`config.mk`:
```
export PLATFORM = sky130hd
export DESIGN_NAME = square_sweep_chan
export DESIGN_NICKNAME = d
export VERILOG_FILES = /design/src/rtl/square_sweep_chan.sv
export SDC_FILE = /design/constraint.sdc
export NUM_CORES = 1
export LEC_CHECK = 0
export BUFFER_PORTS_ARGS = -buffer_cell sky130_fd_sc_hd__buf_2
export CAP_MARGIN = 5
export CORE_AREA = 2 2 98 62
export CTS_CLUSTER_SIZE = 10
export DETAILED_ROUTE_END_ITERATION = 10
export DIE_AREA = 0 0 100 64
export PLACE_DENSITY = 0.72
export SLEW_MARGIN = 5
export SYNTH_ARGS = -nofsm -noshare
export SYNTH_HDL_FRONTEND = slang
export SYNTH_SLANG_ARGS = --single-unit
```
`constraint.sdc`:
```
create_clock -name dyfa_1mhz -period 1.53 [get_ports dyfa_1mhz]
set_input_delay 0.153 -clock dyfa_1mhz [delete_from_list [all_inputs] [get_ports dyfa_1mhz]]
set_output_delay 0.153 -clock dyfa_1mhz [all_outputs]
set_load 0.01 [all_outputs]
```
`src/rtl/square_sweep_chan.sv`:
```
// square_sweep_chan: APU pulse channel (duty, envelope, length); define SQ_SWEEP_EN to compile in the frequency sweep unit
module square_sweep_chan #(
  parameter int FREQ_W = 11,
  parameter int LEN_W = 6
) (
  input  logic              dyfa_1mhz,
  input  logic              apu_reset,
  input  logic              wr_en,
  input  logic [2:0]        wr_addr,
  input  logic [7:0]        wr_data,
  input  logic              len_tick,
  input  logic              sweep_tick,
  input  logic              env_tick,
  output logic [3:0]        ch_out,
  output logic              ch_active,
  output logic              dac_en,
  output logic [FREQ_W-1:0] ch_freq
);
  localparam logic [LEN_W-1:0] LEN_MAX = '1;
  logic [1:0] duty_q, duty_d;
  logic [LEN_W-1:0] len_q, len_d;
  logic len_en_q, len_en_d;
  logic [7:0] nr12_q, nr12_d;
  logic [FREQ_W-1:0] freq_q, freq_d, freq_new, period_q, period_d;
  logic [2:0] step_q, step_d, env_tmr_q, env_tmr_d;
  logic [3:0] vol_q, vol_d;
  logic active_q, active_d;
  logic wr_nr11, wr_nr12, wr_nr13, wr_nr14, trig;
  logic len_step, len_expire, env_step, env_hit, trig_ovf, sweep_kill, duty_bit;
  logic [7:0] pattern;
  assign wr_nr11 = wr_en && wr_addr == 3'd1;
  assign wr_nr12 = wr_en && wr_addr == 3'd2;
  assign wr_nr13 = wr_en && wr_addr == 3'd3;
  assign wr_nr14 = wr_en && wr_addr == 3'd4;
  assign trig = wr_nr14 && wr_data[7];
  // frequency as it stands after this cycle's register write, before any sweep write-back
  assign freq_new = wr_nr13 ? {freq_q[FREQ_W-1:8], wr_data}
                  : wr_nr14 ? {wr_data[FREQ_W-9:0], freq_q[7:0]} : freq_q;
  always_comb begin
    len_step   = !wr_nr11 && !trig && len_tick && len_en_q && len_q != LEN_MAX;
    len_expire = len_step && len_q == LEN_MAX - 1'b1;
    env_step   = !trig && env_tick && nr12_q[2:0] != 3'd0;
    env_hit    = env_step && env_tmr_q <= 3'd1;
    duty_d     = wr_nr11 ? wr_data[7:6] : duty_q;
    len_d      = wr_nr11 ? wr_data[LEN_W-1:0] : (trig && len_q == LEN_MAX) ? '0 : len_step ? len_q + 1'b1 : len_q;
    len_en_d   = wr_nr14 ? wr_data[6] : len_en_q;
    nr12_d     = wr_nr12 ? wr_data : nr12_q;
    period_d   = trig ? freq_new : &period_q ? freq_q : period_q + 1'b1;
    step_d     = &period_q ? step_q + 1'b1 : step_q;
    env_tmr_d  = (trig || env_hit) ? nr12_q[2:0] : env_step ? env_tmr_q - 1'b1 : env_tmr_q;
    vol_d      = trig ? nr12_q[7:4] : !env_hit ? vol_q
               : nr12_q[3] ? (&vol_q ? vol_q : vol_q + 1'b1) : (vol_q == 4'd0 ? vol_q : vol_q - 1'b1);
    active_d   = trig ? (dac_en && !trig_ovf)
               : active_q && !(wr_nr12 && wr_data[7:3] == 5'd0) && !len_expire && !sweep_kill;
  end
`ifdef SQ_SWEEP_EN
  logic [6:0] nr10_q, nr10_d;
  logic [FREQ_W-1:0] shadow_q, shadow_d;
  logic [3:0] swp_tmr_q, swp_tmr_d, swp_reload;
  logic swp_on_q, swp_on_d, swp_step, swp_hit, swp_do, swp_wb;
  logic [FREQ_W:0] trig_calc, swp_calc, swp_recheck;
  function automatic logic [FREQ_W:0] sweep_calc(input logic [FREQ_W-1:0] f, input logic sub, input logic [2:0] sh);
    sweep_calc = sub ? {1'b0, f} - {1'b0, f >> sh} : {1'b0, f} + {1'b0, f >> sh};
  endfunction
  always_comb begin
    swp_reload  = nr10_q[6:4] == 3'd0 ? 4'd8 : {1'b0, nr10_q[6:4]};
    trig_calc   = sweep_calc(freq_new, nr10_q[3], nr10_q[2:0]);
    swp_calc    = sweep_calc(shadow_q, nr10_q[3], nr10_q[2:0]);
    swp_recheck = sweep_calc(swp_calc[FREQ_W-1:0], nr10_q[3], nr10_q[2:0]);
    swp_step    = !trig && sweep_tick;
    swp_hit     = swp_step && swp_tmr_q <= 4'd1;
    swp_do      = swp_hit && swp_on_q && nr10_q[6:4] != 3'd0;
    swp_wb      = swp_do && !swp_calc[FREQ_W] && nr10_q[2:0] != 3'd0;
    trig_ovf    = nr10_q[2:0] != 3'd0 && trig_calc[FREQ_W];
    sweep_kill  = (swp_do && swp_calc[FREQ_W]) || (swp_wb && swp_recheck[FREQ_W]);
    nr10_d      = (wr_en && wr_addr == 3'd0) ? wr_data[6:0] : nr10_q;
    shadow_d    = trig ? freq_new : swp_wb ? swp_calc[FREQ_W-1:0] : shadow_q;
    swp_tmr_d   = (trig || swp_hit) ? swp_reload : swp_step ? swp_tmr_q - 1'b1 : swp_tmr_q;
    swp_on_d    = trig ? (nr10_q[6:4] != 3'd0 || nr10_q[2:0] != 3'd0) : swp_on_q;
    freq_d      = (swp_wb && !wr_nr13 && !wr_nr14) ? swp_calc[FREQ_W-1:0] : freq_new;
  end
  always_ff @(posedge dyfa_1mhz) begin
    if (apu_reset) begin
      nr10_q    <= '0;
      shadow_q  <= '0;
      swp_tmr_q <= '0;
      swp_on_q  <= 1'b0;
    end else begin
      nr10_q    <= nr10_d;
      shadow_q  <= shadow_d;
      swp_tmr_q <= swp_tmr_d;
      swp_on_q  <= swp_on_d;
    end
  end
`else
  logic sweep_unused;
  assign sweep_unused = sweep_tick;
  assign trig_ovf = 1'b0;
  assign sweep_kill = 1'b0;
  assign freq_d = freq_new;
`endif
  always_ff @(posedge dyfa_1mhz) begin
    if (apu_reset) begin
      duty_q    <= '0;
      len_q     <= '0;
      len_en_q  <= 1'b0;
      nr12_q    <= '0;
      freq_q    <= '0;
      period_q  <= '0;
      step_q    <= '0;
      env_tmr_q <= '0;
      vol_q     <= '0;
      active_q  <= 1'b0;
    end else begin
      duty_q    <= duty_d;
      len_q     <= len_d;
      len_en_q  <= len_en_d;
      nr12_q    <= nr12_d;
      freq_q    <= freq_d;
      period_q  <= period_d;
      step_q    <= step_d;
      env_tmr_q <= env_tmr_d;
      vol_q     <= vol_d;
      active_q  <= active_d;
    end
  end
  assign pattern = duty_q == 2'd0 ? 8'b00000001 : duty_q == 2'd1 ? 8'b10000001
                 : duty_q == 2'd2 ? 8'b10000111 : 8'b01111110;
  assign duty_bit = pattern[3'd7 - step_q];
  assign ch_out = (active_q && duty_bit) ? vol_q : 4'd0;
  assign ch_active = active_q;
  assign dac_en = nr12_q[7:3] != 5'd0;
  assign ch_freq = freq_q;
endmodule
```
==> impl_metrics.ini <==
[global_route]
antenna_found_initial = 0
grt_pass1_vias = 2505
track_usage_pct = 24.54
grt_pass1_wl_mm = 12.30
grt_start_max_net_pins = 31
grt-ovfl-total = 0

[setup_path]
crit_chain = buf_4 > ha_4 > mux2_4 > o211a_1 > and2_1 > buf_2
crit_buf_inv = 2
cp_slowest_stage_delay_ns = 0.35
timing.rr.start = period_q[0]
reg2reg_slack_ns = -0.11
crit_path_start = duty_q[1]
r2r_cells = 7
path_class = flip-flop to output pin
crit_required_ns = 1.38
cp_slowest_cell = dfxtp_2
r2r_end = period_q[9]
path_delay_family = flip-flops
startpoint_type = flip-flop
cp_max_fo = 4
cp.depth = 6
worstPathArrival_ns = 1.74
endpoint_kind = output pin

[synthesis]
async_reset_ff_share_pct = 0
synth_area_leaders = dfxtp_1 (37%), mux2i_1 (8.2%), nor2_1 (5.9%), ha_1 (5.1%), a21oi_1 (4.9%)
synthCells = 315
ys.warnings.count = 0
yosys.area.top_type = dfxtp_1
yosysUniqueCellTypes = 48
synthesis.area_um2 = 2680
synth-edff-count = 0
synth_nets = 344
avgSynthCellArea_um2 = 8.508
synth_ff_type = dfxtp_1
synth_top_cell_area_share_pct = 37.35
ys_seq_area_share_pct = 37.35
ys_seq_elements = 50

[die]
die_area_um2 = 6400
die_w_um = 100
rows = 21
fp.dieH_um = 64
core_area_um2 = 5465
io_pins = 34
initial_core_util_pct = 49.04

[final_layout]
nets = 432
antenna_cells = 0
fin_util_pct = 69.55
final_area_um2 = 3801
layout-drive-gt1-share_pct = 41.58
area_growth_pct = 41.83
nFillCells = 420
final_cells = 473

[power_and_ir_drop]
power_mw = 2.683
power_density_nw_per_um2 = 705.8
max-vdd-ir-drop_v = 0.0004219
p_leak_nw = 1.608

[clocking]
cts.clk_slew.worst_paths_ns = 0.09
cts_tree = built
clkSinkCount = 50
hold_buffers = 0
cts_buffers = 5
clk_latency_ns = 0.31
root_buffer = clkbuf_8
cts_max_level = 2
clockBufferDepth = 2

[min_path]
whs_endpoint = period_q[8]
hold_depth = 3
min-delay-start = wr_data[0]
hold_path_class = input pin to flip-flop

[timing]
period_minus_slack_ns = 1.891
rsz0062_at_grt = true
final-hold-violation-count = 0
slew-limit-headroom_pct = 63.63
max_freq_ghz = 0.5289
worst_slack_ns = -0.3609
setup_viol = 14
finalMaxSlewViolations = 0
finClkSkew_ns = 0.009560
tightest_slew_ns = 0.5455
finalHoldWorstSlack_ns = 0.1465
fin_crit_sh_pct = 123.6
setup_tns_ns = -1.787

[routing]
drt.antenna.violating_nets = 0
drtIter0Drc = 213
drc = 0
drt_pass1_iterations = 5
vias = 2788
vias_per_cell = 5.894
wl_met2_mm = 3.700
route.final.wire_length_mm = 8.215
routed-wl-met3_um = 627
wl_per_cell_um = 17.37
highest_layer = met4
met1_length_mm = 3.768

[outcome]
status = finished, violations left
violations = negative setup slack

[placement]
dp_hpwl_mm = 5.626
pre_cts_ws_ns = -0.1543
place_area_um2 = 3289
place_inst = 455
gp_routability_congestion = 0.8877
port_buffers = 32

[flow_run]
max_cap_violations = 0
## worst max path at each step
stage	slack, ns	endpoint
3_5_place_dp	-0.15	vol_q[2]
5_1_grt	-0.42	ch_out[1]
2_1_floorplan	-0.08	len_q[2]
4_1_cts	-0.37	ch_out[1]
3_3_place_gp	-0.14	env_tmr_q[1]
6_report	-0.36	ch_out[1]
## registers in the layout, summed over array words and instances (netlist names)
register   cells
ch_active      1
ch_freq       11
duty_q         2
env_tmr_q      3
len_en_q       1
len_q          6
nr12_q         8
period_q      11
step_q         3
vol_q          4
## cells in the mapped netlist, types with 3 or more instances
| library cell | n |
|---|---|
| nand2b_1 | 3 |
| and2_1 | 5 |
| nor2b_1 | 3 |
| and3_1 | 5 |
| a211oi_1 | 9 |
| nor3_1 | 6 |
| o211ai_1 | 3 |
| a311oi_1 | 3 |
| dfxtp_1 | 50 |
| a31oi_1 | 3 |
| nand3_1 | 15 |
| inv_1 | 8 |
| nand2_1 | 23 |
| o21ai_0 | 11 |
| clkbuf_1 | 13 |
| nand4b_1 | 3 |
| mux2i_1 | 22 |
| nor4bb_1 | 3 |
| ha_1 | 11 |
| nand4_1 | 4 |
| nor2_1 | 42 |
| or3_1 | 7 |
| xor2_1 | 6 |
| and4_1 | 3 |
| a21oi_1 | 26 |
## placed cells by master, fill, tap and decap left out, types with 3 or more instances in the layout
| master | Yosys | final |
|---|---|---|
| a211oi_1 | 9 | 6 |
| and2_1 | 5 | 4 |
| o21ai_0 | 11 | 5 |
| a31oi_1 | 3 | 3 |
| ha_4 | 0 | 7 |
| o21ai_1 | 0 | 6 |
| o211ai_1 | 3 | 3 |
| a21oi_2 | 0 | 5 |
| buf_4 | 0 | 59 |
| or3_1 | 7 | 5 |
| and3_1 | 5 | 3 |
| nand2_2 | 0 | 3 |
| a21oi_1 | 26 | 20 |
| inv_1 | 8 | 5 |
| nand2b_1 | 3 | 3 |
| nor4bb_2 | 0 | 3 |
| nand2_1 | 23 | 20 |
| xor2_1 | 6 | 6 |
| nand3_1 | 15 | 12 |
| ha_1 | 11 | 4 |
| mux2i_1 | 22 | 22 |
| nor3_1 | 6 | 4 |
| buf_2 | 0 | 32 |
| a311oi_1 | 3 | 3 |
| clkbuf_8 | 0 | 5 |
| dfxtp_1 | 50 | 37 |
| dfxtp_2 | 0 | 12 |
| nor2b_1 | 3 | 3 |
| nand4b_1 | 3 | 3 |
| nor2_1 | 42 | 38 |
| nand4_1 | 4 | 4 |
| buf_6 | 2 | 6 |
## cells by family after synthesis
group | after synthesis | synth area share, %
DFF | 50 | 37.35
adders and majority gates | 12 | 5.882
buffers and inverters | 24 | 3.922
xor gates and xnor gates | 8 | 2.614
AOI/OAI and AO/OA | 72 | 17.88
and+or+nand+nor | 125 | 23.30
muxes | 24 | 9.057
## what timing repair did
action,4_1_cts,5_1_grt
endpoints found under the setup margin,22,32
resized for setup,35,47
buffers inserted,3,7
pin swaps,24,33
## layout make-up
type                       count  area, um2  share of cell area [%]
multi-input combinational    241       1877                   49.37
sequential                    50       1020                   26.83
timing repair buffer          97      670.6                   17.64
tap                           69      86.33                   2.271
clock buffer                   5      68.82                   1.810
clock inverter                 3      43.79                   1.152
inverter                       8      35.03                  0.9217
## worst register-to-register path: stages, from the launching register on
cell      delay, ns
dfxtp_2        0.35
ha_4           0.16
buf_4          0.14
and4_4         0.22
a32oi_1        0.20
o21ai_0        0.13
o311a_1        0.16
a211oi_1       0.20
## routing by layer
layer,up-vias,GRT usage (%)
met1,1332,34.59
met2,117,38.01
met4,0,4.966
li1,1325,-
met5,-,0
met3,14,6.455
## power breakdown
part	switching (mW)	total [mW]	internal [mW]
combinational	0.184	0.350	0.166
sequential	0.0349	1.37	1.34
clock	0.471	0.962	0.491
No activity file was read; power rests on OpenSTA's default activity.
